### src/rtl/gray_ser_decoder.sv
// Bit-serial Gray-to-binary receiver with valid/ready output.
// GRAY_ADJ_CHECK_EN adds the Gray-adjacency flag on adj_err.
module gray_ser_decoder #(
  parameter int WIDTH = 4
) (
  input  logic             clk,
  input  logic             rst,
  input  logic             s_in,
  input  logic             s_start,
  output logic [WIDTH-1:0] out,
  output logic             out_valid,
  input  logic             out_ready,
  output logic             adj_err,
  output logic             busy
);

  localparam int CW = $clog2(WIDTH);

  typedef enum logic [1:0] {
    IDLE,
    SHIFT,
    HOLD
  } state_t;

  state_t           state;
  logic [CW-1:0]    cnt;
  logic [WIDTH-2:0] bin_sr;
  logic             cap;
  logic             last;
  logic             rbit;
  logic [WIDTH-1:0] bin_nxt;

  // MSB starts the running XOR; the newest binary bit is bin_sr[0]
  assign cap = s_start &&
               ((state == IDLE) ||
                (state == HOLD && out_ready));
  assign last    = (cnt == CW'(WIDTH-1));
  assign rbit    = cap ? s_in : (bin_sr[0] ^ s_in);
  assign bin_nxt = {bin_sr, rbit};

  always_ff @(posedge clk) begin
    if (rst) begin
      state     <= IDLE;
      cnt       <= '0;
      bin_sr    <= '0;
      out       <= '0;
      out_valid <= 1'b0;
      busy      <= 1'b0;
    end else begin
      if (cap || state == SHIFT)
        bin_sr <= bin_nxt[WIDTH-2:0];
      unique case (state)
        IDLE: begin
          if (s_start) begin
            state <= SHIFT;
            busy  <= 1'b1;
            cnt   <= CW'(1);
          end
        end
        SHIFT: begin
          cnt <= cnt + 1'b1;
          if (last) begin
            state     <= HOLD;
            cnt       <= '0;
            out       <= bin_nxt;
            out_valid <= 1'b1;
          end
        end
        HOLD: begin
          if (out_ready) begin
            out_valid <= 1'b0;
            if (s_start) begin
              state <= SHIFT;
              cnt   <= CW'(1);
            end else begin
              state <= IDLE;
              busy  <= 1'b0;
            end
          end
        end
        default: begin
          state <= IDLE;
          busy  <= 1'b0;
        end
      endcase
    end
  end

`ifdef GRAY_ADJ_CHECK_EN
  logic [WIDTH-2:0] gray_sr;
  logic [WIDTH-1:0] gray_nxt;
  logic [WIDTH-1:0] rx_gray;
  logic [WIDTH-1:0] prev_gray;
  logic             first_word;

  assign gray_nxt = {gray_sr, s_in};

  always_ff @(posedge clk) begin
    if (rst) begin
      gray_sr    <= '0;
      rx_gray    <= '0;
      prev_gray  <= '0;
      first_word <= 1'b1;
      adj_err    <= 1'b0;
    end else begin
      if (cap || state == SHIFT)
        gray_sr <= gray_nxt[WIDTH-2:0];
      if (state == SHIFT && last) begin
        rx_gray <= gray_nxt;
        adj_err <= !first_word &&
                   ($countones(gray_nxt ^ prev_gray) != 1);
      end else if (state == HOLD && out_ready) begin
        adj_err    <= 1'b0;
        prev_gray  <= rx_gray;
        first_word <= 1'b0;
      end
    end
  end
`else
  assign adj_err = 1'b0;
`endif

endmodule

### config.mk
export PLATFORM = sky130hd
export DESIGN_NAME = gray_ser_decoder
export DESIGN_NICKNAME = d
export VERILOG_FILES = /design/src/rtl/gray_ser_decoder.sv
export SDC_FILE = /design/constraint.sdc
export NUM_CORES = 1
export LEC_CHECK = 0
export BUFFER_PORTS_ARGS = -buffer_cell sky130_fd_sc_hd__buf_4
export CAP_MARGIN = 20
export CELL_PAD_IN_SITES_DETAIL_PLACEMENT = 0
export CELL_PAD_IN_SITES_GLOBAL_PLACEMENT = 1
export CORE_MARGIN = 4
export CORE_UTILIZATION = 43
export CTS_BUF_LIST = sky130_fd_sc_hd__clkbuf_4 sky130_fd_sc_hd__clkbuf_8
export CTS_CLUSTER_SIZE = 25
export DETAILED_ROUTE_END_ITERATION = 16
export PLACE_DENSITY = 0.94
export SYNTH_ARGS = -nofsm -noshare
export SYNTH_HDL_FRONTEND = slang
export SYNTH_SLANG_ARGS = --single-unit
### constraint.sdc
create_clock -name clk -period 2.29 [get_ports clk]
set_input_delay 0.1145 -clock clk [delete_from_list [all_inputs] [get_ports clk]]
set_output_delay 0.1145 -clock clk [all_outputs]
set_load 0.02 [all_outputs]
# --- Yosys cells after proc, flatten, opt, wreduce, memory -nomap -nowiden ---
# Cells that the tools add are included.
totals:
  mem_bits_rw: 0
  output_inout_bits: 7
  memories: 0
  latch_bits: 0
  wordCells: 45
  ff_bits: 13
  romBits: 0
  input_bits: 5
classes:
  mul: 0
  n_div: 0
  eq_ne: 7
  shift: 0
  mux: 17
  bitwise_logic: 2
  n_reduce_logical: 12
  addsub: 1
  order_cmp: 0
ops:
  columns: ["op", "n"]
  rows:
  - ["2-bit two-way mux", 6]
  - ["2-bit one-hot mux with 3 select lines", 2]
  - ["2-bit inequality test (second input constant)", 4]
  - ["1-bit two-way mux", 7]
  - ["3-bit AND reduction", 2]
  - ["2-bit equality test (second input constant)", 2]
  - ["2-bit AND reduction", 2]
  - ["4-bit AND reduction", 1]
  - ["1-bit one-hot mux with 3 select lines", 1]
  - ["3-bit nonzero test", 1]
  - ["2-bit by 1-bit adder with 2-bit output (second input constant)", 1]
  - ["2-bit by 1-bit equality test with 1-bit output (second input constant)", 1]
  - ["1-bit logical AND", 2]
  - ["2-bit logical NOT", 1]
  - ["1-bit logical OR", 2]
  - ["1-bit one-hot mux with 2 select lines", 1]
  - ["2-bit nonzero test", 1]
  - ["1-bit inverter", 1]
  - ["1-bit XOR", 1]

# --- Longest topological paths before layout ---
# Gate-level depths: netlist of run 1.
depth:
  depth_word: 5
  depth_mapped: 5

# --- Worst setup path after synthesis of run 1 ---
# Ideal clock, no wire load.
synth_timing:
  kind: "reg-to-reg"
  start: "register cnt[0]"
  end: "register out[0]"
  slack_ns: 1.057
  path_stages_with_launch: 6
  arrival_ns: 1.145
  required_time_ns: 2.202
  setup_ns: 0.088
  cell_sequence: "dfxtp_1 ha_1 buf_2 nor2b_1 and4_1 nor4_2"
synth_between:
  elab_chain_len: 2
synth_lines:
  columns: ["item", "line_no", "text"]
  rows:
  - ["start, declared", "26", "logic [CW-1:0] cnt;"]
  - ["start signal, assigned", "61", "cnt <= cnt + 1'b1;"]
  - ["2-bit equality test", "37", "assign last = (cnt == CW'(WIDTH-1));"]
  - ["2-bit AND reduction (no line)", null, null]
  - ["end signal, assigned", "65", "out <= bin_nxt;"]
  - ["end, declared", "10", "output logic [WIDTH-1:0] out,"]
# Every way passes these cells.
# A chain may end at the register's enable or synchronous reset.

# --- Worst setup path after layout of run 1 ---
layout_timing:
  start: "register state[0]"
  end: "register out[0]"
layout_between:
  elab_chain_len: 5
layout_lines:
  columns: ["item", "line_no", "text"]
  rows:
  - ["start, declared", "25", "state_t state;"]
  - ["start signal, assigned", "43", "state <= IDLE;"]
  - ["start signal, assigned", "55", "state <= SHIFT;"]
  - ["start signal, assigned", "63", "state <= HOLD;"]
  - ["2-bit equality test", "36", "(state == HOLD && out_ready));"]
  - ["1-bit logical AND", "36", null]
  - ["1-bit logical OR", "35", "((state == IDLE) ||"]
  - ["1-bit logical AND", "34", "assign cap = s_start &&"]
  - ["1-bit two-way mux", "38", "assign rbit = cap ? s_in : (bin_sr[0] ^ s_in);"]
# Parallel ways exist; a longest one is shown, timed or not.

==> impl_metrics.csv, run 1 <==
group,metric,value,unit
detailed_routing,drt_pass1_iterations,2,
clocking,tritoncts,"done",
hold_path,hold_class,"primary input to register",
logic_synthesis,synth_sequential_area_ratio,43.6,%
final_layout,final_layout_size_suffix_gt1_share,26.9,%
logic_synthesis,syn_area,597,sq um
global_routing,overall_fraction_of_global_route_tracks_in_use,12.0,%
final_layout,insertedDiodeCount,0,
clocking,cts_max_level,1,
detailed_routing,post_drt_wl_per_cell,11.6,um
critical_path,cp.arrival,1.55,ns
run,max_cap_violations,0,
detailed_routing,final_antenna_net_count,0,
final_layout,num-nets-final,85,
pwr,power.sequential.fraction,55.6,%
logic_synthesis,synthesis.area_per_instance,8.78,sq um
die,die_w,45.3,um
placed_design,detailed_place_hpwl,787,um
outcome,outcome,"finished clean",
pwr,internal_power,325,uW
logic_synthesis,synth_cell_types,28,
global_routing,grt_antenna_before_repair,0,
final_layout,ff_latch_area,260,sq um
pwr,standby_leakage_power,0.000282,uW
pwr,vdd.ir_drop.worst,335,uV
detailed_routing,drt_iter0_drc,6,
critical_path,timing.setup.critical_path_class,"register to register",
die,dieArea,0.00205,sq mm
final_layout,mostFrequentLayoutCells,"dfxtp_1 (13), a21oi_1 (10), buf_4 (10)",
clocking,cts_resized,0,
pwr,pwr-share-comb,12.5,%
clocking,cts.reportedPaths.clkPinSlew,0.08,ns
timing,hold-worst-slack,0.101,ns
timing,fin_ws,0.909,ns
logic_synthesis,synth_top_cell_by_area,"dfxtp_1",
critical_path,critical_path.startpoint_type,"register",
timing,setup_viol_count_final,0,
logic_synthesis,yosys_register_bits,13,
critical_path,cp_max_fo,10,
detailed_routing,detail_route.vias_per_cell,5.13,
clocking,cts_buffer_depth,2,
placed_design,preCtsSetupSlack,0.933,ns
logic_synthesis,ys_top_cells_by_area,"dfxtp_1 (44%), a21oi_1 (8.4%), nand2b_1 (5.2%)",
global_routing,wire_length_of_the_first_global_routing_pass,1750,um
pwr,net_switching_power_figure,118,uW
clocking,numCtsBuffers,3,
timing,report.final.hold_viol_count,0,
die,core_area,0.00130,sq mm
global_routing,global_route.overflow_total,0,
final_layout,area_growth_syn_to_layout,15.7,%
final_layout,fillCellCount,138,
critical_path,critical_path_sink_type,"register",
die,die_height,45.3,um
die,initial_core_util,45.9,%
placed_design,routabilityCongestion,0.761,
logic_synthesis,syn_nets,74,
global_routing,number_of_global_route_vias_before_repair,425,
detailed_routing,postRouteWirelength,1080,um
detailed_routing,drc,0,
logic_synthesis,syn_inst,68,
logic_synthesis,yosysWarningCount,0,
pwr,netSwitchingFraction,26.7,%
pwr,power_density,642,mW/mm^2
timing,max_clock_freq,724,MHz
global_routing,grt_max_degree,14,
logic_synthesis,yosysTopAreaCellShare,43.6,%
clocking,cts_sinks,13,
timing,final_max_tran_viols,0,
timing,finalCritPeriodShare,60.3,%
final_layout,multiInputGateArea,305,sq um
detailed_routing,route.vias.total,477,
die,io_pins,12,
pwr,clkPwrFrac,31.8,%
clocking,cts_hold_repair.buffers,0,
die,rows,13,
final_layout,mostFrequentLayoutCell,"dfxtp_1",
clocking,clock_insertion_delay_worst_skew,0.28,ns
placed_design,portBuffers,10,
timing,finalClockSkew,0.00207,ns
timing,grt_setup_unrepaired,"false",
timing,post-route-min-period,1.38,ns
critical_path,required,2.46,ns
timing,tns,0,ns
clocking,postCtsSetupBuffers,0,
clocking,clock-root-buffer,"clkbuf_4",
## logic make-up after synthesis
group                      share of synthesized area [%]
muxes                                               3.35
AOI/OAI and AO/OA                                   18.2
other                                              0.628
adders and majority gates                           2.10
DFF                                                 43.6
buffers and inverters                               5.24
and+or+nand+nor                                     26.8
## layer usage
metal  GRT usage (%)  up-vias  part of all wire (%)
met2            19.2       10                    47
met1            13.9      215                    46
met4            3.51        0                     0
li1                -      252                     -
met5               0        -                     0
met3            6.37        0                   6.6
## power groups by stage
| stage | clock (uW) | sequential (uW) | combinational [uW] |
|---|---|---|---|
| floorplan | 0 | 253 | 40.1 |
| global placement | 0 | 252 | 54.9 |
| detailed placement | 0 | 252 | 56.0 |
| CTS | 148 | 247 | 56.0 |
| global route | 164 | 249 | 61.0 |
| finish | 141 | 247 | 55.5 |
## metrics by stage
| step | std cells | instance area (sq um) | utilization [%] | total power [uW] |
|---|---|---|---|---|
| after CTS | 93 | 691 | 53.1 | 451 |
| after detailed placement | 89 | 663 | 51.0 | 308 |
| final | 93 | 691 | 53.1 | 444 |
| after global placement | 89 | 663 | 51.0 | 307 |
| after floorplan | 68 | 597 | - | 293 |
| after global routing | 93 | 691 | 53.1 | 474 |
## path summary, 6_finish.rpt
kind         startpoint  endpoint  slack [ns]  cells after the start
max reg2reg    state[0]    out[0]        0.91                      4
max            state[0]    out[0]        0.91                      4
min                 rst  state[1]        0.10                      2
min reg2reg      out[1]    out[1]        0.46                      2
## cell usage after synthesis (all sizes together)
master	count
nand2	7
nand3b	1
nor4	1
o21a	1
or3	1
conb	1
dfxtp	13
and4	1
buf	3
a31oi	1
nor3	1
mux2i	2
nand2b	5
ha	1
nand3	3
a211oi	1
inv	1
a21oi	11
nor2b	3
o21ai	4
nor2	5
clkbuf	1
## sequential cells by signal, indices dropped and copies added, names as in the netlist
name	flops
bin_sr	3
busy	1
cnt	2
out	4
out_valid	1
state	2
## area by class of cell
type                       count  area share [%]
clock buffer                   3            3.26
clock inverter                 1           0.725
inverter                       1           0.543
multi-input combinational     50            44.2
sequential                    13            37.7
tap                           15            2.72
timing repair buffer          10            10.9
## worst max-delay path: stages (launching register included)
cell,delay [ns]
dfxtp_1,0.42
nor2b_2,0.45
nand2_4,0.12
a211oi_2,0.23
nor4_2,0.07
Power figures use the tool's default switching activity.
==> run 2: changes to the inputs <==
- CORE_UTILIZATION: 43 -> 36
- PLACE_DENSITY: 0.94 -> 0.85
- clock period: 2.29 -> 1.1 ns (I/O delays scaled with it)
==> run 2 against run 1 <==
  * The run now ends with negative setup slack left
  * Clock skew barely moved
  * Flip-flop and latch count did not move
  * Count of clock-buffer cells in the layout increased by 1
  * Die area up 16%
  * Cell count grew 12%
  * Utilization grew 2.3 points
  * Sequential power grew 110%
  * Highest routed layer is now met4
  * Global-route usage is 0.85 points lower
  * Cell area up 24%
  * Sequential share of layout area fell by 6.0 points
==> impl_metrics.csv, run 2 (same netlist as run 1, synthesis figures left out) <==
group,metric,value,unit
clocking,cts.reportedPaths.clkPinSlew,0.08,ns
global_routing,wire_length_of_the_first_global_routing_pass,2130,um
die,die_w,48.7,um
die,dieArea,0.00237,sq mm
placed_design,routabilityCongestion,0.704,
clocking,cts_max_level,1,
critical_path,critical_path.startpoint_type,"register",
pwr,vdd.ir_drop.worst,713,uV
clocking,cts_hold_repair.buffers,0,
timing,fin_ws,-0.00136,ns
final_layout,final_layout_size_suffix_gt1_share,45.5,%
critical_path,cp.arrival,1.30,ns
detailed_routing,drt_pass1_iterations,4,
critical_path,required,1.30,ns
global_routing,number_of_global_route_vias_before_repair,519,
outcome,outcome,"finished with violations",
timing,setup_viol_count_final,1,
timing,grt_setup_unrepaired,"true",
die,core_area,0.00154,sq mm
final_layout,mostFrequentLayoutCell,"buf_4",
detailed_routing,route.vias.total,552,
outcome,violations_in_the_final_reports,"negative setup slack",
die,rows,14,
placed_design,dpl-instance-area,736,sq um
clocking,numCtsBuffers,3,
clocking,cts_buffer_depth,2,
critical_path,timing.setup.critical_path_class,"register to register",
final_layout,area_growth_syn_to_layout,43.0,%
final_layout,reg.largest.list,"out (4), bin_sr (3)",
critical_path,critical_path_sink_type,"register",
timing,report.final.hold_viol_count,0,
clocking,cts_sinks,13,
global_routing,global_route.overflow_total,0,
detailed_routing,detail_route.vias_per_cell,5.31,
hold_path,hold_class,"primary input to register",
placed_design,detailed_place_hpwl,899,um
detailed_routing,post_drt_wl_per_cell,13.1,um
global_routing,grt_max_degree,14,
final_layout,registers.top_by_ff_count,"out",
pwr,power_density,1200,mW/mm^2
final_layout,fillCellCount,142,
placed_design,preCtsSetupSlack,-0.0983,ns
clocking,clock_insertion_delay_worst_skew,0.27,ns
pwr,standby_leakage_power,0.000353,uW
die,die_height,48.7,um
timing,tns,-0.00136,ns
die,io_pins,12,
timing,max_clock_freq,908,MHz
final_layout,layout.cell_area.non_filler,853,sq um
timing,final_max_tran_viols,0,
detailed_routing,postRouteWirelength,1360,um
final_layout,multiInputGateArea,368,sq um
final_layout,num-nets-final,95,
placed_design,portBuffers,10,
global_routing,grt_antenna_before_repair,0,
final_layout,largest_reg_flops,4,
die,initial_core_util,38.7,%
timing,post-route-min-period,1.10,ns
global_routing,overall_fraction_of_global_route_tracks_in_use,11.2,%
critical_path,cp_max_fo,6,
run,max_cap_violations,0,
detailed_routing,final_antenna_net_count,0,
timing,finalCritPeriodShare,100,%
clocking,clock-root-buffer,"clkbuf_4",
detailed_routing,drc,0,
clocking,tritoncts,"done",
final_layout,insertedDiodeCount,0,
final_layout,ff_latch_area,270,sq um
detailed_routing,drt_iter0_drc,5,
timing,finalClockSkew,0.00163,ns
final_layout,mostFrequentLayoutCells,"buf_4 (17), dfxtp_1 (9), a21oi_1 (8)",
[run 2: metal layers]
layer / global-route usage, % / routed length, um
met3: 2.45 / 49
met5: 0 / 0
met2: 18.7 / 700
met4: 5.38 / 42
met1: 13.3 / 572
[run 2: per-stage QoR]
| stage | cells | utilization, % | power (uW) | hold slack [ns] |
|---|---|---|---|---|
| floorplan | 68 | - | 612 | 0.126 |
| global placement | 99 | 47.7 | 674 | 0.343 |
| detailed placement | 99 | 47.7 | 678 | 0.344 |
| CTS | 103 | 52.2 | 1010 | 0.0463 |
| global route | 104 | 55.4 | 1070 | 0.0619 |
| finish | 104 | 55.4 | 1020 | 0.0520 |
[run 2: critical path, stage by stage (launching register included)]
cell,delay [ns]
dfxtp_4,0.38
nor2b_4,0.24
buf_6,0.14
a21oi_4,0.05
nor4_2,0.22
[run 2: area by class of cell]
| cell class | count | share of cell area, % |
|---|---|---|
| clock buffer | 4 | 3.52 |
| inverter | 1 | 0.440 |
| multi-input combinational | 50 | 43.1 |
| sequential | 13 | 31.7 |
| tap | 16 | 2.35 |
| timing repair buffer | 20 | 18.9 |
[run 2: worst paths after layout]
| path | start | endpoint | slack, ns | cells after the start |
|---|---|---|---|---|
| worst min register to register | out[3] | out[3] | 0.46 | 2 |
| worst min-delay path | rst | state[0] | 0.05 | 2 |
| worst max-delay path | state[0] | out[0] | -0.001 | 4 |
| worst max register to register | state[0] | out[0] | -0.001 | 4 |
[run 2: report_power, final]
part | total [uW] | internal [uW] | leakage [uW] | switching (uW)
Sequential | 516 | 491 | 0.000108 | 24.7
Combinational | 189 | 100 | 0.000226 | 88.2
Clock | 318 | 165 | 0.0000184 | 153
[run 2: repair_timing]
| action | in CTS | in global routing |
|---|---|---|
| gates resized for setup | 9 | 9 |
| buffers inserted | 0 | 1 |
| pin swaps | 4 | 4 |
| endpoints found under the setup margin | 11 | 9 |
==> run 3: changes to the inputs <==
- CTS_CLUSTER_DIAMETER: not set -> 80
- MAX_ROUTING_LAYER: not set -> met4
==> run 3 against run 2 <==
  * The flow still finishes with violations (negative setup slack)
  * Sequential power hardly changed
  * Fmax hardly changed
  * Clock power hardly changed
  * Cell area unchanged
  * First-iteration DRC count unchanged
  * Cell count is the same
  * Power is essentially flat
  * Flip-flop and latch count unchanged
  * Sequential share of layout area stayed put
  * Hold slack worse by 0.0010 ns
  * Die area is the same
  * Largest cell class unchanged
==> impl_metrics.csv, run 3 (same netlist as run 1, synthesis figures left out) <==
group,metric,value,unit
global_routing,overall_fraction_of_global_route_tracks_in_use,11.5,%
global_routing,number_of_global_route_vias_before_repair,518,
detailed_routing,postRouteWirelength,1360,um
timing,setup_viol_count_final,1,
run,max_cap_violations,0,
timing,tns,-0.000903,ns
detailed_routing,drt_iter0_drc,5,
final_layout,reg.largest.list,"out (4), bin_sr (3)",
timing,hold-worst-slack,0.0510,ns
critical_path,critical_path_sink_type,"register",
die,rows,14,
hold_path,worstHoldStart,"rst",
timing,grt_setup_unrepaired,"true",
critical_path,timing.rr.start,"state[0]",
placed_design,portBuffers,10,
final_layout,largest_reg_flops,4,
timing,report.final.hold_viol_count,0,
critical_path,timing.reg2reg.worst_path_depth,4,
placed_design,routabilityCongestion,0.712,
final_layout,mostFrequentLayoutCells,"buf_4 (17), dfxtp_1 (9), a21oi_1 (8)",
pwr,standby_leakage_power,0.000353,uW
final_layout,mostFrequentLayoutCell,"buf_4",
die,initial_core_util,38.7,%
clocking,cts_sinks,13,
critical_path,cp.arrival,1.30,ns
die,dieArea,0.00237,sq mm
hold_path,worst_hold_path.num_cells,2,
die,core_area,0.00154,sq mm
timing,final_max_tran_viols,0,
critical_path,timing.critical_path.from,"state[0]",
clocking,tritoncts,"done",
placed_design,detailed_place_hpwl,899,um
die,io_pins,12,
timing,fin_ws,-0.000903,ns
final_layout,final_layout_size_suffix_gt1_share,45.5,%
critical_path,critical_path.startpoint_type,"register",
clocking,cts_buffer_depth,2,
pwr,power_density,1200,mW/mm^2
detailed_routing,drt_pass1_iterations,4,
die,die_w,48.7,um
timing,finalCritPeriodShare,100,%
detailed_routing,detail_route.vias_per_cell,5.31,
final_layout,insertedDiodeCount,0,
final_layout,num-nets-final,95,
pwr,vdd.ir_drop.worst,713,uV
critical_path,timing.setup.critical_path_class,"register to register",
timing,post-route-min-period,1.10,ns
final_layout,fillCellCount,142,
die,die_height,48.7,um
clocking,cts_max_level,1,
outcome,outcome,"finished with violations",
final_layout,area_growth_syn_to_layout,43.0,%
detailed_routing,post_drt_wl_per_cell,13.1,um
clocking,numCtsBuffers,3,
global_routing,wire_length_of_the_first_global_routing_pass,2130,um
outcome,violations_in_the_final_reports,"negative setup slack",
global_routing,grt_antenna_before_repair,0,
timing,finalClockSkew,0.00165,ns
hold_path,hold_class,"primary input to register",
detailed_routing,final_antenna_net_count,0,
detailed_routing,drc,0,
critical_path,required,1.30,ns
timing,max_clock_freq,908,MHz
final_layout,registers.top_by_ff_count,"out",
clocking,cts.reportedPaths.clkPinSlew,0.08,ns
detailed_routing,route.vias.total,552,
critical_path,cp_max_fo,6,
clocking,clock_insertion_delay_worst_skew,0.28,ns
clocking,clock-root-buffer,"clkbuf_4",
global_routing,grt_max_degree,14,
global_routing,global_route.overflow_total,0,
run 3: cell counts in the layout (fill, tap and decap cells not counted):
No cell type changed its count.
run 3: path summary, 6_finish.rpt:
check	endpoint	slack [ns]
setup / recovery	out[0]	-0.0009
hold / removal	state[0]	0.05
setup reg to reg	out[0]	-0.0009
hold reg to reg	out[3]	0.46
run 3: worst max-delay path: stages, from the launching register on:
cell	delay, ns
dfxtp_4	0.38
nor2b_4	0.24
buf_6	0.14
a21oi_4	0.05
nor4_2	0.22
run 3: final cells by class:
| cell class | count | area [sq um] | area share [%] |
|---|---|---|---|
| Sequential cell | 13 | 270 | 31.7 |
| Clock buffer | 4 | 30.0 | 3.52 |
| Multi-Input combinational cell | 50 | 368 | 43.1 |
| Tap cell | 16 | 20.0 | 2.35 |
| Timing Repair Buffer | 20 | 161 | 18.9 |
| Inverter | 1 | 3.75 | 0.440 |
run 3: metrics by stage:
stage / total power [uW] / setup WS [ns] / cells / util [%] / cell area [sq um]
after detailed placement: 678 / -0.0983 / 99 / 47.7 / 736
after floorplan: 612 / -0.0680 / 68 / - / 607
after global placement: 674 / -0.0465 / 99 / 47.7 / 736
after global routing: 1070 / -0.0679 / 104 / 55.4 / 853
final: 1020 / -0.000903 / 104 / 55.4 / 853
after CTS: 1010 / 0.0178 / 103 / 52.2 / 805
run 3: power by group:
group,internal [uW],total (uW),switching [uW],leakage [uW]
clock network,165,319,153,0.0000184
registers,491,516,24.6,0.000108
logic,100,188,88.0,0.000226
run 3: layer usage:
metal	part of all wire, %	global-route usage, %	up-vias
met5	0	-	-
li1	-	-	273
met1	42	13.3	259
met2	51	18.7	14
met4	3.0	5.38	0
met3	3.7	2.45	6
run 3: timing repair:
action | in CTS | in global routing
resized for setup | 9 | 9
cloned | 0 | 0
pin swaps | 4 | 4
endpoints found under the setup margin | 11 | 9
hold buffers | 0 | 0
buffers inserted | 0 | 1
